==> config.mk <==
export PLATFORM = sky130hd
export DESIGN_NAME = video_capture
export DESIGN_NICKNAME = d
export VERILOG_FILES = /design/src/rtl/video_capture.sv
export SDC_FILE = /design/constraint.sdc
export NUM_CORES = 2
export LEC_CHECK = 0
export CAP_MARGIN = 20
export CORE_MARGIN = 5
export CORE_UTILIZATION = 54
export DETAILED_ROUTE_END_ITERATION = 10
export PLACE_DENSITY_LB_ADDON = 0.12
export REMOVE_ABC_BUFFERS = 1
export SYNTH_ARGS = -nofsm -noshare
export SYNTH_HDL_FRONTEND = slang
export SYNTH_SLANG_ARGS = --single-unit
==> constraint.sdc <==
create_clock -name clk_i -period 14.1 [get_ports clk_i]
set_input_delay 3.525 -clock clk_i [delete_from_list [all_inputs] [get_ports clk_i]]
set_output_delay 3.525 -clock clk_i [all_outputs]
set_load 0.1 [all_outputs]
==> src/rtl/video_capture.sv <==
// video_capture: samples an RGB888 pixel stream framed by vsyn/hsyn, converts
// each captured pixel to an RGB332 byte, packs eight bytes per 64-bit word
// (byte 0 first) and writes the words into framebuffer memory through a
// small write buffer using the host write path (addr/data/byte-enable).
module video_capture #(
   parameter int FIFO_DEPTH = 4,
   parameter int CW         = 12
) (
   input  logic          clk_i,
   input  logic          rst_i,
   input  logic          arm,
   input  logic          abort,
   input  logic          vsyn,
   input  logic          hsyn,
   input  logic          pix_valid,
   input  logic [7:0]    red,
   input  logic [7:0]    green,
   input  logic [7:0]    blue,
   input  logic [CW-1:0] cfg_hstart,
   input  logic [CW-1:0] cfg_width,
   input  logic [CW-1:0] cfg_height,
   input  logic [7:0]    cfg_stride,
   input  logic [15:0]   cfg_base,
   output logic          wr_en,
   input  logic          wr_ready,
   output logic [19:0]   wr_addr,
   output logic [63:0]   wr_data,
   output logic [7:0]    wr_we,
   output logic          busy,
   output logic          done,
   output logic          overflow
);

   localparam int AW = $clog2(FIFO_DEPTH);
   localparam logic [AW:0] FULL_CNT = (AW+1)'(FIFO_DEPTH);

   typedef enum logic [1:0] {
      ST_IDLE    = 2'd0,
      ST_WAIT    = 2'd1,
      ST_CAPTURE = 2'd2,
      ST_DRAIN   = 2'd3
   } state_t;

   // Byte enables for a partial word holding n bytes: (1<<n)-1.
   function automatic logic [7:0] we_mask(input logic [2:0] n);
      logic [8:0] m;
      m = (9'd1 << n) - 9'd1;
      return m[7:0];
   endfunction

   // RGB888 -> RGB332 palette index.
   function automatic logic [7:0] to_rgb332(input logic [7:0] r, input logic [7:0] g,
                                            input logic [7:0] b);
      return {r[7:5], g[7:5], b[7:6]};
   endfunction

   state_t        state_r;
   logic          vsyn_r, vsyn_d_r, hsyn_r, hsyn_d_r;
   logic          vsyn_edge_s, hsyn_edge_s;
   logic [CW-1:0] cfg_hstart_r, cfg_width_r, cfg_height_r;
   logic [7:0]    cfg_stride_r;
   logic [15:0]   cfg_base_r;
   logic [CW-1:0] col_r, line_r;
   logic [2:0]    pack_r;
   logic [15:0]   widx_r, lbase_r;
   logic [63:0]   asm_r;
   logic          flush_pend_r, drain_pend_r;
   logic          slot_vld_r;
   logic [63:0]   slot_data_r;
   logic [15:0]   slot_addr_r;
   logic [7:0]    slot_we_r;
   logic          done_r;

   // pixel-path helpers (a pending line end restarts the line before the pixel)
   logic [CW-1:0] col_base_s, line_inc_s;
   logic [2:0]    pack_base_s;
   logic [15:0]   widx_base_s, lbase_base_s;
   logic [63:0]   asm_base_s, asm_pix_s;
   logic          in_win_s, last_line_s;

   // write buffer
   logic [63:0]   mem_data_r [FIFO_DEPTH];
   logic [15:0]   mem_addr_r [FIFO_DEPTH];
   logic [7:0]    mem_we_r   [FIFO_DEPTH];
   logic [AW-1:0] rd_ptr_r, wr_ptr_r, rd_ptr_n_s, wr_ptr_n_s;
   logic [AW:0]   cnt_r, cnt_n_s;
   logic          pop_s, accept_s, drop_s, clr_flags_s;
   logic          head_vld_s;
   logic [63:0]   head_data_s;
   logic [15:0]   head_addr_s;
   logic [7:0]    head_we_s;
   logic          wr_en_r;
   logic [19:0]   wr_addr_r;
   logic [63:0]   wr_data_r;
   logic [7:0]    wr_we_r;
   logic          overflow_r;

   assign vsyn_edge_s = vsyn_r & ~vsyn_d_r;
   assign hsyn_edge_s = hsyn_r & ~hsyn_d_r;
   assign clr_flags_s = (state_r == ST_IDLE) & arm & ~abort;

   // Register the sync inputs and keep the previous sample for edge detection.
   always_ff @(posedge clk_i or posedge rst_i) begin
      if (rst_i) begin
         vsyn_r   <= 1'b0;
         vsyn_d_r <= 1'b0;
         hsyn_r   <= 1'b0;
         hsyn_d_r <= 1'b0;
      end else begin
         vsyn_r   <= vsyn;
         vsyn_d_r <= vsyn_r;
         hsyn_r   <= hsyn;
         hsyn_d_r <= hsyn_r;
      end
   end

   // Column/pack position and captured-window test for the current pixel.
   always_comb begin
      col_base_s   = flush_pend_r ? {CW{1'b0}} : col_r;
      pack_base_s  = flush_pend_r ? 3'd0 : pack_r;
      widx_base_s  = flush_pend_r ? 16'd0 : widx_r;
      lbase_base_s = flush_pend_r ? (lbase_r + {8'd0, cfg_stride_r}) : lbase_r;
      asm_base_s   = flush_pend_r ? 64'd0 : asm_r;
      line_inc_s   = line_r + {{(CW-1){1'b0}}, 1'b1};
      last_line_s  = (line_inc_s == cfg_height_r);
      in_win_s     = (col_base_s >= cfg_hstart_r) &&
                     ({1'b0, col_base_s} < ({1'b0, cfg_hstart_r} + {1'b0, cfg_width_r}));
      asm_pix_s    = asm_base_s;
      asm_pix_s[{pack_base_s, 3'b000} +: 8] = to_rgb332(red, green, blue);
   end

   // Capture FSM: config sampling, pixel packing, line ends and word pushes.
   always_ff @(posedge clk_i or posedge rst_i) begin
      if (rst_i) begin
         state_r      <= ST_IDLE;
         cfg_hstart_r <= {CW{1'b0}};
         cfg_width_r  <= {CW{1'b0}};
         cfg_height_r <= {CW{1'b0}};
         cfg_stride_r <= 8'd0;
         cfg_base_r   <= 16'd0;
         col_r        <= {CW{1'b0}};
         line_r       <= {CW{1'b0}};
         pack_r       <= 3'd0;
         widx_r       <= 16'd0;
         lbase_r      <= 16'd0;
         asm_r        <= 64'd0;
         flush_pend_r <= 1'b0;
         drain_pend_r <= 1'b0;
         slot_vld_r   <= 1'b0;
         slot_data_r  <= 64'd0;
         slot_addr_r  <= 16'd0;
         slot_we_r    <= 8'd0;
         done_r       <= 1'b0;
      end else begin
         slot_vld_r <= 1'b0;
         if (abort) begin
            state_r      <= ST_IDLE;
            flush_pend_r <= 1'b0;
            drain_pend_r <= 1'b0;
         end else begin
            case (state_r)
               ST_IDLE: begin
                  if (arm) begin
                     cfg_hstart_r <= cfg_hstart;
                     cfg_width_r  <= cfg_width;
                     cfg_height_r <= cfg_height;
                     cfg_stride_r <= cfg_stride;
                     cfg_base_r   <= cfg_base;
                     done_r       <= 1'b0;
                     state_r      <= ST_WAIT;
                  end
               end
               ST_WAIT: begin
                  if (vsyn_edge_s) begin
                     col_r        <= {CW{1'b0}};
                     line_r       <= {CW{1'b0}};
                     pack_r       <= 3'd0;
                     widx_r       <= 16'd0;
                     lbase_r      <= cfg_base_r;
                     asm_r        <= 64'd0;
                     flush_pend_r <= 1'b0;
                     drain_pend_r <= 1'b0;
                     state_r      <= ST_CAPTURE;
                  end
               end
               ST_CAPTURE: begin
                  if (flush_pend_r) begin
                     flush_pend_r <= 1'b0;
                     drain_pend_r <= 1'b0;
                     if (pack_r != 3'd0) begin
                        slot_vld_r  <= 1'b1;
                        slot_data_r <= asm_r;
                        slot_addr_r <= lbase_r + widx_r;
                        slot_we_r   <= we_mask(pack_r);
                     end
                     line_r  <= line_inc_s;
                     col_r   <= {CW{1'b0}};
                     pack_r  <= 3'd0;
                     widx_r  <= 16'd0;
                     lbase_r <= lbase_r + {8'd0, cfg_stride_r};
                     asm_r   <= 64'd0;
                  end
                  if (flush_pend_r && (drain_pend_r || last_line_s)) begin
                     state_r <= ST_DRAIN;
                  end else begin
                     if (pix_valid) begin
                        col_r <= col_base_s + {{(CW-1){1'b0}}, 1'b1};
                        if (in_win_s) begin
                           if (pack_base_s == 3'd7) begin
                              slot_vld_r  <= 1'b1;
                              slot_data_r <= asm_pix_s;
                              slot_addr_r <= lbase_base_s + widx_base_s;
                              slot_we_r   <= 8'hFF;
                              pack_r      <= 3'd0;
                              widx_r      <= widx_base_s + 16'd1;
                              asm_r       <= 64'd0;
                           end else begin
                              asm_r  <= asm_pix_s;
                              pack_r <= pack_base_s + 3'd1;
                           end
                        end
                     end
                     if (hsyn_edge_s || vsyn_edge_s) begin
                        flush_pend_r <= 1'b1;
                        drain_pend_r <= vsyn_edge_s;
                     end
                  end
               end
               ST_DRAIN: begin
                  if ((cnt_r == {(AW+1){1'b0}}) && !slot_vld_r) begin
                     state_r <= ST_IDLE;
                     done_r  <= 1'b1;
                  end
               end
               default: state_r <= ST_IDLE;
            endcase
         end
      end
   end

   // Write-buffer next state and the entry that will sit at its head.
   always_comb begin
      pop_s      = wr_en_r & wr_ready;
      accept_s   = slot_vld_r & ((cnt_r != FULL_CNT) | pop_s);
      drop_s     = slot_vld_r & ~accept_s;
      rd_ptr_n_s = rd_ptr_r + AW'(pop_s);
      wr_ptr_n_s = wr_ptr_r + AW'(accept_s);
      cnt_n_s    = cnt_r + (AW+1)'(accept_s) - (AW+1)'(pop_s);
      head_vld_s = (cnt_n_s != {(AW+1){1'b0}});
      if (!head_vld_s) begin
         head_data_s = 64'd0;
         head_addr_s = 16'd0;
         head_we_s   = 8'd0;
      end else if (accept_s && (wr_ptr_r == rd_ptr_n_s)) begin
         head_data_s = slot_data_r;
         head_addr_s = slot_addr_r;
         head_we_s   = slot_we_r;
      end else begin
         head_data_s = mem_data_r[rd_ptr_n_s];
         head_addr_s = mem_addr_r[rd_ptr_n_s];
         head_we_s   = mem_we_r[rd_ptr_n_s];
      end
   end

   // Write-buffer pointers, registered write-port outputs and overflow flag.
   always_ff @(posedge clk_i or posedge rst_i) begin
      if (rst_i) begin
         rd_ptr_r   <= {AW{1'b0}};
         wr_ptr_r   <= {AW{1'b0}};
         cnt_r      <= {(AW+1){1'b0}};
         wr_en_r    <= 1'b0;
         wr_addr_r  <= 20'd0;
         wr_data_r  <= 64'd0;
         wr_we_r    <= 8'd0;
         overflow_r <= 1'b0;
      end else if (abort) begin
         rd_ptr_r  <= {AW{1'b0}};
         wr_ptr_r  <= {AW{1'b0}};
         cnt_r     <= {(AW+1){1'b0}};
         wr_en_r   <= 1'b0;
         wr_addr_r <= 20'd0;
         wr_data_r <= 64'd0;
         wr_we_r   <= 8'd0;
      end else begin
         rd_ptr_r  <= rd_ptr_n_s;
         wr_ptr_r  <= wr_ptr_n_s;
         cnt_r     <= cnt_n_s;
         wr_en_r   <= head_vld_s;
         wr_addr_r <= head_vld_s ? {1'b1, head_addr_s, 3'b000} : 20'd0;
         wr_data_r <= head_data_s;
         wr_we_r   <= head_we_s;
         if (clr_flags_s) begin
            overflow_r <= 1'b0;
         end else if (drop_s) begin
            overflow_r <= 1'b1;
         end
      end
   end

   // Write-buffer storage; contents are don't-care while an entry is free.
   always_ff @(posedge clk_i) begin
      if (accept_s && !abort) begin
         mem_data_r[wr_ptr_r] <= slot_data_r;
         mem_addr_r[wr_ptr_r] <= slot_addr_r;
         mem_we_r[wr_ptr_r]   <= slot_we_r;
      end
   end

   assign wr_en    = wr_en_r;
   assign wr_addr  = wr_addr_r;
   assign wr_data  = wr_data_r;
   assign wr_we    = wr_we_r;
   assign busy     = (state_r != ST_IDLE) || (cnt_r != {(AW+1){1'b0}});
   assign done     = done_r;
   assign overflow = overflow_r;

endmodule

### Word level (Yosys, flattened, before mapping)

Memory sizes are Yosys's and may differ from the RTL's.
Cells that the tools add are included.

* flip-flop bits (word level): 382
* memory bits (writable): 352
* bits of input ports: 92
* output and inout bits: 96
* memories kept: 3

Memories
* mem_data_r: words 4, bits a word 64, rd ports 1, clocked after Yosys merged registers in 0, write ports 1, RTL line 82 `logic [63:0] mem_data_r [FIFO_DEPTH];`
* mem_addr_r: words 4, bits a word 16, rd ports 1, clocked after Yosys merged registers in 0, write ports 1, RTL line 83 `logic [15:0] mem_addr_r [FIFO_DEPTH];`
* mem_we_r: words 4, bits a word 8, rd ports 1, clocked after Yosys merged registers in 0, write ports 1, RTL line 84 `logic [7:0] mem_we_r [FIFO_DEPTH];`

* $add $sub $neg: 14
* magnitude comparators: 2
* equal/unequal tests: 15
* shift operators: 3
* mux-type cells: 94
* bitwise operators: 12
* reductions and logical operators: 28

Operators by type and width (count)
* $mux W64: 15
* $mux W16: 15
* $pmux W64 S2: 1
* $mux W8: 9
* $bwmux W64: 1
* $pmux W16 S2: 2
* $shift A8 B8 Y64 const A: 1
* $shiftx A8 B8 Y64: 1
* $mux W12: 5
* $pmux W12 S2: 2
* $mux W20: 2
* $add A16 B16 Y16: 2
* $add A12 B1 Y12 const B: 2
* $mux W1: 23
* $mux W3: 7
* $add A16 B1 Y16 const B: 1
* $add A16 B8 Y16: 1
* $ne A3 B3 Y1 const B: 5
* $mux W2: 7
* $add A12 B12 Y13: 1
* $lt A12 B13 Y1: 1
* $eq A12 B12 Y1: 1
* $ge A12 B12 Y1: 1
* $reduce_and A4 Y1: 3
* 27 further kinds: 59

### Longest topological paths before layout

* word-level depth: 9
* mapped depth: 21
* depth with buffers taken out: 19

### Worst setup path after synthesis

No wires, ideal clock.

* path kind: input port to flip-flop
* start: input port abort
* end: memory mem_addr_r[0][0] (enable)
* setup time: 0.750 ns
* arrival: 12.278 ns
* required time: 13.350 ns
* path slack: 1.071 ns
* stages on the path: 3
* path through: clkbuf_1 -> clkbuf_1 -> nor4_1

* word-level cells in the longest chain between the ends: 4

RTL lines
* start: declaration: RTL line 12 `input logic abort,`
* $logic_not A1 Y1: RTL line 302 `if (accept_s && !abort) begin`
* $logic_and A1 B1 Y1: RTL line 302
* $mux W1: RTL line 302
* $mux W1 (not written as such): RTL line 304 `mem_addr_r[wr_ptr_r] <= slot_addr_r;`
* end: declaration: RTL line 83

Every way passes these cells.

### Worst setup path in the final report

* start: input port wr_ready
* end: register wr_addr_r[12] (netlist: wr_addr[12])

* word-level cells in the longest chain between the ends: 8
* elaborated cells between the ends (all ways): 13

RTL lines
* start: declaration: RTL line 25 `input logic wr_ready,`
* $and A1 B1 Y1 (*): RTL line 243 `pop_s = wr_en_r & wr_ready;`
* $or A1 B1 Y1: RTL line 244 `accept_s = slot_vld_r & ((cnt_r != FULL_CNT) | pop_s);`
* $and A1 B1 Y1: RTL line 244
* $add A3 B1 Y3: RTL line 248 `cnt_n_s = cnt_r + (AW+1)'(accept_s) - (AW+1)'(pop_s);`
* $sub A3 B1 Y3: RTL line 248
* $reduce_bool A3 Y1: RTL line 249 `head_vld_s = (cnt_n_s != {(AW+1){1'b0}});`
* $mux W20 (*): RTL line 289 `wr_addr_r <= head_vld_s ? {1'b1, head_addr_s, 3'b000} : 20'd0;`
* $mux W20 (*): RTL line 276 `end else if (abort) begin`
* end signal: assignment: RTL line 289
* end: declaration: RTL line 93 `logic [19:0] wr_addr_r;`

Mark *: on every way between the ends. The rest lies on a longest branch, timed or not.
A chain may end at the register's enable or synchronous reset.

==> results.tsv <==
metric	value	unit
outcome	finished, final reports clean	
p_leak	14.9	nW
setup_viol	0	
max-cap-violations	0	
drt-initial-drc-count	1864	
cp.required	14510	ps
clk_pin_slew_worst_paths	60	ps
synth_xor_area_frac	0.0191	
synthesis.instances	2593	
synthMuxAreaShare	0.0900	
fmax	0.139	GHz
p_per_area	179	nW/um^2
hold_viol_final	0	
drt_pass1_iterations	6	
slowest_stage	buf_4	
p_int	4.39	mW
comb_power_share	0.327	
final_cell_mix	dfrtp_1 (377), nand2_1 (358), edfxtp_1 (352), clkdlybuf4s50_1 (168), a21oi_1 (155)	
slew_violations	0	
placed_area	35300	um^2
cts-root-buf	clkbuf_16	
cts_tree	built	
wl_per_cell	21.8	um
cts_resized	0	
cp_max_fo	57	
power_frac_seq	0.380	
cts_hold_buffers	0	
synth_area_per_cell	12.7	um^2
critPathMaxStageDelay	730	ps
netlist_area	33000	um^2
cp_num_buf_inv	3	
ys_seq_area_frac	0.607	
ys.flop_type	dfrtp_1	
routabilityCongestion	0.840	
hold_ws	425	ps
postSynth.asyncResetShare	0.518	
final_cell_area	37800	um^2
synth_top_family_by_area	compound AO/OA/AOI/OAI gates	
cts_setup_buffers	0	
switching_power	2.37	mW
syn2layout_area_growth	14.7	%
synth_top_area_frac	0.321	
cp_data_arrival_time	7620	ps
dp_hpwl	46800	um
worst_pin_slew	1070	ps
maxSlewHeadroom	0.288	
clock_path_buffers	3	
ir_drop	0.154	mV
synth_cell_type_count	87	
dieArea	66100	um^2
rsz0062_at_grt	no	
crit_type	input port to register	
holdCritPathClass	register to register	
num-nets-final	2912	
fin_setup_tns	0	ps
num_vias	21509	
ant_nets	0	
synth_fa_ha_area_frac	0.0387	
rows	90	
yosys_warnings	0	
initial_core_util	0.545	
core-area	60500	um^2
grt_pass1_wl	125000	um
routed_via_density	6.03	
total_power	6.75	mW
pin_count	188	
grt.overflow.total	0	
hold_start	hsyn_r	
grt_usage	0.234	
cts-htree-levels	3	
drt-total-wl	77800	um
dp_slack	6240	ps
grt_max_degree	175	
cp-end-kind	register	
fin_ws	6890	ps
drc	0	
switching_share	0.351	
antenna_found_initial	1	
clk-insertion-delay-late	610	ps
netlist_top_cells_area	edfxtp_1 (32%), dfrtp_1 (29%), mux4_2 (6.0%), nand2_1 (4.1%), ha_1 (3.6%)	
grt_pass1_vias	22422	
fin_crit	7210	ps
synth-simple-area-share	0.0962	
fin_skew	20.3	ps
p_clk_frac	0.292	
synth-edff-count	352	
dp.cells	3421	
clock_sinks	730	
die_y	257	um
synth_compound_gate_area_share	0.118	
cp_top_family	buffers and inverters	
io_buffers	168	
cp-startpoint	wr_ready	
yosysTopAreaCell	edfxtp_1	
fin_crit_sh	0.512	
numCtsBuffers	75	
ys_seq_elements	730	
final_cells	3565	
worstPathCellList	clkdlybuf4s50_1, and2_1, or4b_2, nand2_1, ha_1, inv_1, ha_1, fa_1, xnor2_1, xnor2_1, a21o_4, buf_4, a21oi_1	
rr_startpoint	cfg_hstart_r[1]	
drive_gt1_frac	0.126	
die_x	257	um
start_kind	input port	
post-route-util	0.626	
final_common_cell	dfrtp_1	
[cell usage after synthesis (all sizes together) (4+ instances only)]
| library cell | count |
|---|---|
| and2 | 8 |
| or3 | 7 |
| nand4 | 18 |
| a22oi | 51 |
| o31ai | 15 |
| mux2i | 23 |
| a22o | 66 |
| nand2 | 358 |
| o21bai | 13 |
| mux2 | 67 |
| o221a | 10 |
| clkbuf | 103 |
| o211ai | 12 |
| o21ai | 148 |
| and3 | 7 |
| inv | 79 |
| nand2b | 9 |
| o22ai | 11 |
| mux4 | 88 |
| a31oi | 6 |
| and4 | 4 |
| nor2 | 80 |
| or2 | 4 |
| o21a | 8 |
| a21o | 20 |
| nor2b | 39 |
| nor4 | 5 |
| edfxtp | 352 |
| xor2 | 30 |
| a21oi | 156 |
| a221oi | 12 |
| nand3 | 121 |
| dfrtp | 378 |
| ha | 94 |
| a211oi | 9 |
| xnor2 | 41 |
| nor3 | 28 |
| buf | 48 |
| o41ai | 7 |
| a32o | 7 |
| fa | 5 |
[layer usage]
| layer | wire length, um | vias to the layer above | GRT usage | share of wire |
|---|---|---|---|---|
| li1 | - | 9896 | - | - |
| met1 | 33900 | 10931 | 0.322 | 0.44 |
| met2 | 38500 | 585 | 0.394 | 0.49 |
| met3 | 3970 | 97 | 0.0385 | 0.051 |
| met4 | 1430 | 0 | 0.0631 | 0.018 |
| met5 | 0 | - | 0 | 0 |
[registers in the layout (all words and copies together) (netlist names), 8 cells and up]
register      flops
mem_data_r      256
asm_r            64
mem_addr_r       64
slot_data_r      64
wr_data          64
mem_we_r         32
cfg_base_r       16
lbase_r          16
slot_addr_r      16
widx_r           16
wr_addr          16
cfg_height_r     12
cfg_hstart_r     12
cfg_width_r      12
col_r            12
line_r           12
cfg_stride_r      8
slot_we_r         8
wr_we             8
[power by group through the flow]
stage / clock network [mW] / registers [mW] / logic, mW
2_1_floorplan: 0 / 3.03 / 1.26
3_3_place_gp: 0 / 2.61 / 2.16
3_5_place_dp: 0 / 2.61 / 2.21
4_1_cts: 2.02 / 2.57 / 2.22
5_1_grt: 2.11 / 2.59 / 2.41
6_report: 1.97 / 2.57 / 2.21
[kinds of logic (layout without fill, tap and decap cells)]
kind of cell	after synthesis	in the layout
compound gates	586	586
xor+xnor	71	71
fa+ha+maj	99	99
buf+inv	230	417
flops	730	730
mux	178	178
other cells	1	4
simple gates	698	698
[worst paths after layout]
check / slack, ps / to / cells past startpoint
min in group asynchronous: 3500 / wr_data[7] / 2
max in group asynchronous: 9040 / asm_r[38] / 3
max: 6890 / wr_addr[12] / 13
min reg2reg: 420 / hsyn_d_r / 0
max reg2reg: 8070 / slot_data_r[32] / 20
min: 420 / hsyn_d_r / 0
[final cells by class]
cell class	instances	area [um^2]
timing repair buffer	200	1990
fill	4643	22600
antenna	1	2.50
clock inverter	38	345
clock buffer	100	2110
tap	782	978
inverter	79	307
multi-input combinational	1635	12100
sequential	730	20000
Note: power is estimated with default switching activity, not from simulation.
